<file path="src/rtl/bcd_seg_scan.sv">
// Four-digit multiplexed common-anode 7-segment driver: latches BCD digits on load,
// scans them with a programmable slot length, optional leading-zero blanking.
module bcd_seg_scan #(
  parameter int REFRESH_DIV = 50000
) (
  input  logic       clk,
  input  logic       rst_n,
  input  logic       load,
  input  logic [3:0] ones,
  input  logic [3:0] tens,
  input  logic [3:0] hundreds,
  input  logic [3:0] thousands,
  input  logic       blank_lz,
  output logic [3:0] an,
  output logic [6:0] seg,
  output logic       frame
);
  localparam int PW = (REFRESH_DIV > 1) ? $clog2(REFRESH_DIV) : 1;

  logic [3:0][3:0] dig_q, dig_d;
  logic [PW-1:0]   presc_q, presc_d;
  logic [1:0]      idx_q, idx_d;
  logic [3:0]      an_q, an_d;
  logic [6:0]      seg_q, seg_d;
  logic            frame_q, frame_d;
  logic            tc, lz, blank;
  logic [3:0]      cur;
  logic [6:0]      dec;

  always_comb begin
    tc      = (presc_q == PW'(REFRESH_DIV - 1));
    presc_d = tc ? '0 : presc_q + 1'b1;
    idx_d   = tc ? idx_q + 2'd1 : idx_q;
    frame_d = tc && (idx_q == 2'd3);
    dig_d   = load ? {thousands, hundreds, tens, ones} : dig_q;

    // Output stage looks at the latched digits and current idx, so a load on an
    // advance edge shows up whole in the next slot rather than mid-slot.
    cur = dig_q[idx_q];
    case (idx_q)
      2'd3:    lz = (dig_q[3] == 4'd0);
      2'd2:    lz = (dig_q[3] == 4'd0) && (dig_q[2] == 4'd0);
      2'd1:    lz = (dig_q[3] == 4'd0) && (dig_q[2] == 4'd0) && (dig_q[1] == 4'd0);
      default: lz = 1'b0;
    endcase
    blank = blank_lz && lz;

    case (cur)
      4'd0:    dec = 7'b1000000;
      4'd1:    dec = 7'b1111001;
      4'd2:    dec = 7'b0100100;
      4'd3:    dec = 7'b0110000;
      4'd4:    dec = 7'b0011001;
      4'd5:    dec = 7'b0010010;
      4'd6:    dec = 7'b0000010;
      4'd7:    dec = 7'b1111000;
      4'd8:    dec = 7'b0000000;
      4'd9:    dec = 7'b0010000;
      default: dec = 7'b0111111;
    endcase

    an_d  = blank ? 4'b1111 : ~(4'b0001 << idx_q);
    seg_d = blank ? 7'b1111111 : dec;
  end

  always_ff @(posedge clk or negedge rst_n) begin
    if (!rst_n) begin
      dig_q   <= '0;
      presc_q <= '0;
      idx_q   <= 2'd0;
      an_q    <= 4'b1111;
      seg_q   <= 7'b1111111;
      frame_q <= 1'b0;
    end else begin
      dig_q   <= dig_d;
      presc_q <= presc_d;
      idx_q   <= idx_d;
      an_q    <= an_d;
      seg_q   <= seg_d;
      frame_q <= frame_d;
    end
  end

  assign an    = an_q;
  assign seg   = seg_q;
  assign frame = frame_q;
endmodule

</file>
<file path="config.mk">
export PLATFORM = sky130hd
export DESIGN_NAME = bcd_seg_scan
export DESIGN_NICKNAME = d
export VERILOG_FILES = /design/src/rtl/bcd_seg_scan.sv
export SDC_FILE = /design/constraint.sdc
export NUM_CORES = 1
export LEC_CHECK = 0
export ABC_AREA = 1
export BUFFER_PORTS_ARGS = -buffer_cell sky130_fd_sc_hd__buf_2
export CORE_MARGIN = 8
export CORE_UTILIZATION = 51
export DETAILED_ROUTE_END_ITERATION = 8
export PLACE_DENSITY = 0.79
export REMOVE_ABC_BUFFERS = 1
export SLEW_MARGIN = 40
export SYNTH_ARGS = -nofsm -noshare
export SYNTH_HDL_FRONTEND = slang
export SYNTH_SLANG_ARGS = --single-unit
</file>
<file path="constraint.sdc">
create_clock -name clk -period 1.4 [get_ports clk]
set_clock_uncertainty 0.05 [all_clocks]
set_input_delay 0.28 -clock clk [delete_from_list [all_inputs] [get_ports clk]]
set_output_delay 0.28 -clock clk [all_outputs]
set_load 0.01 [all_outputs]
</file>
==> flow_metrics.tcl <==
set metrics [dict create \
    clk_latency_ns 0.30 \
    path_max_fanout 8 \
    wl_per_cell_um 17.2 \
    cts_inserted_buffers 5 \
    area_growth_pct 42.4 \
    grt_use_total_pct 15.9 \
    htree_levels 2 \
    drt-initial-drc-count 167 \
    cts_tree "done" \
    placed_cell_area_mm2 0.00276 \
    fmax_mhz 632 \
    rsz0062_at_grt "true" \
    power.total_mw 2.78 \
    drive_above_1_share_pct 53.1 \
    yosysWarnings 0 \
    grt_pass1_vias 2088 \
    core.rowCount 24 \
    rr_worst_depth 8 \
    die_h_um 84.1 \
    synth_xor_area_share_pct 3.33 \
    vias_per_cell 5.48 \
    synth_top_family_by_area "simple AND/OR/NAND/NOR gates" \
    ant_nets 0 \
    start_util_pct 53.6 \
    synth.area.top_cells "dfrtp_1, dfstp_2, nand2_1" \
    wirelength_um 6720 \
    io-pin-count 32 \
    antenna_found_initial 0 \
    yosysTopAreaCell "dfrtp_1" \
    max_cap_violations 0 \
    clkTransAtPathRegs_ns 0.08 \
    arrival_ns 1.77 \
    drc_errors 0 \
    grt_pass1_wl_um 9430 \
    coreArea_mm2 0.00441 \
    ys_seq_area_share_pct 49.2 \
    nets 369 \
    slew_headroom_pct 72.2 \
    end_kind "flop" \
    violations "negative setup slack" \
    hold_violations 0 \
    dp_hpwl_um 3760 \
    worstMarginPinSlew_ns 0.413 \
    synth_fa_ha_area_share_pct 5.81 \
    nFillCells 261 \
    design.die.area_mm2 0.00708 \
    ir_worst_vdd_mv 0.726 \
    yosys.area_share.simple_pct 27.2 \
    outcome "finished, violations left" \
    port_buffers 31 \
    syn_avg_cell_area_um2 9.14 \
    finalWorstPathRequiredPeriod_ns 1.58 \
    vias 2141 \
    clockBufferDepth 2 \
    die_w_um 84.1 \
    first_pass_iters 7 \
    yosys.area.top_type_share_pct 37.0 \
    power.density_mw_per_mm2 826 \
    fin_area_mm2 0.00337 \
    syn_area_mm2 0.00237 \
    worstPathRequired_ns 1.59 \
    grt_max_degree 25 \
    synth_compound_area_share_pct 3.70 \
    final_common_cell "nand2_1" \
    diodes 0 \
    p_leak_nw 1.64 \
    start_kind "flop" \
    synthCells 259 \
    ys_ff_latch 46 \
    grt-ovfl-total 0 \
    fin_ws_ns -0.182 \
    setup_violations 19 \
    clkSinkCount 46 \
    min_path_type "in2reg" \
    slew_viol_final 0 \
    worst-setup-path-type "reg2reg" \
    holdWs_ns 0.135 \
    final_cell_mix "nand2_1, dfrtp_1, buf_2, buf_4, inv_1" \
    synthMuxAreaShare_pct 4.76 \
    place.gp.congestion 0.887 \
    holdPathStages 3 \
    period_share_pct 113 \
    root_buffer "clkbuf_8" \
    ys_types 30 \
]
==> logic make-up after synthesis <==
logic type | count (synthesis)
muxes | 10
and+or+nand+nor | 134
DFF | 46
AOI/OAI and AO/OA | 14
xor gates and xnor gates | 9
buffers and inverters | 35
adders and majority gates | 11
==> state kept, by name, summed over array words and instances, names as in the netlist <==
signal / cells
an: 4
dig_q: 16
frame: 1
idx_q: 2
presc_q: 16
seg: 7
==> path summary, 6_finish.rpt <==
check / from / slack (ns) / to
max in group asynchronous: rst_n / 0.58 / an[1]$_DFF_PN1_
min: thousands[0] / 0.14 / dig_q[12]$_DFFE_PN0P_
max: idx_q[0]$_DFFE_PN0N_ / -0.18 / seg[4]$_DFF_PN1_
min reg2reg: dig_q[0]$_DFFE_PN0P_ / 0.49 / dig_q[0]$_DFFE_PN0P_
max reg2reg: idx_q[0]$_DFFE_PN0N_ / -0.18 / seg[4]$_DFF_PN1_
min in group asynchronous: rst_n / 0.44 / presc_q[13]$_DFF_PN0_
==> cells in the mapped netlist, drive strengths merged <==
| cell type | count |
|---|---|
| a21oi | 2 |
| and2 | 1 |
| buf | 2 |
| clkbuf | 1 |
| clkinv | 1 |
| dfrtp | 35 |
| dfstp | 11 |
| ha | 11 |
| inv | 31 |
| mux2 | 10 |
| nand2 | 67 |
| nand3 | 29 |
| nand3b | 1 |
| nand4 | 6 |
| nor2 | 24 |
| nor3 | 6 |
| o21ai | 11 |
| o21bai | 1 |
| xnor2 | 1 |
| xor2 | 8 |
==> layout make-up <==
cell class / instances / area [um2] / share of cell area (%)
clock buffer: 8 / 90.1 / 2.67
inverter: 32 / 133 / 3.93
multi-input combinational: 179 / 1400 / 41.4
sequential: 46 / 1170 / 34.6
tap: 52 / 65.1 / 1.93
timing repair buffer: 73 / 514 / 15.3
timing repair inverter: 1 / 7.51 / 0.223
==> through the flow <==
step / setup slack [ns] / utilization [%] / instances / TNS, ns
after global routing: -0.220 / 76.4 / 391 / -2.56
after floorplan: -0.231 / - / 256 / -1.41
after detailed placement: -0.200 / 62.6 / 365 / -1.72
final: -0.182 / 76.4 / 391 / -1.75
after CTS: -0.0838 / 69.3 / 382 / -0.501
after global placement: -0.111 / 62.6 / 365 / -0.958
==> power breakdown <==
group          internal [mW]  leakage [nW]  switching (mW)
sequential              1.43         0.553          0.0486
clock                  0.403        0.0455           0.428
combinational          0.210          1.04           0.265
==> critical path, stage by stage, from the launching register on <==
cell and delay [ns]:
dfrtp_2 0.49, nand2_1 0.15, nand3_4 0.10, nand2_4 0.13, inv_2 0.07, ha_1 0.23, nand3_1 0.10, nand3_1 0.10
nand3_1 0.10
==> repair_timing <==
item                       CTS  global route
setup endpoints to repair   15            23
pin swaps                    7            23
hold buffers                 1             0
setup buffers                6             9
hold endpoints to repair    35             0
cloned                       2             0
gates resized for setup     35            60
==> metal layers <==
metal,part of all wire [%],vias to the layer above,GRT usage [%]
li1,-,988,-
met4,3.4,0,4.71
met2,51,87,26.0
met1,40,1042,19.6
met5,0,-,0
met3,5.3,24,4.83
Power figures use the tool's default switching activity.
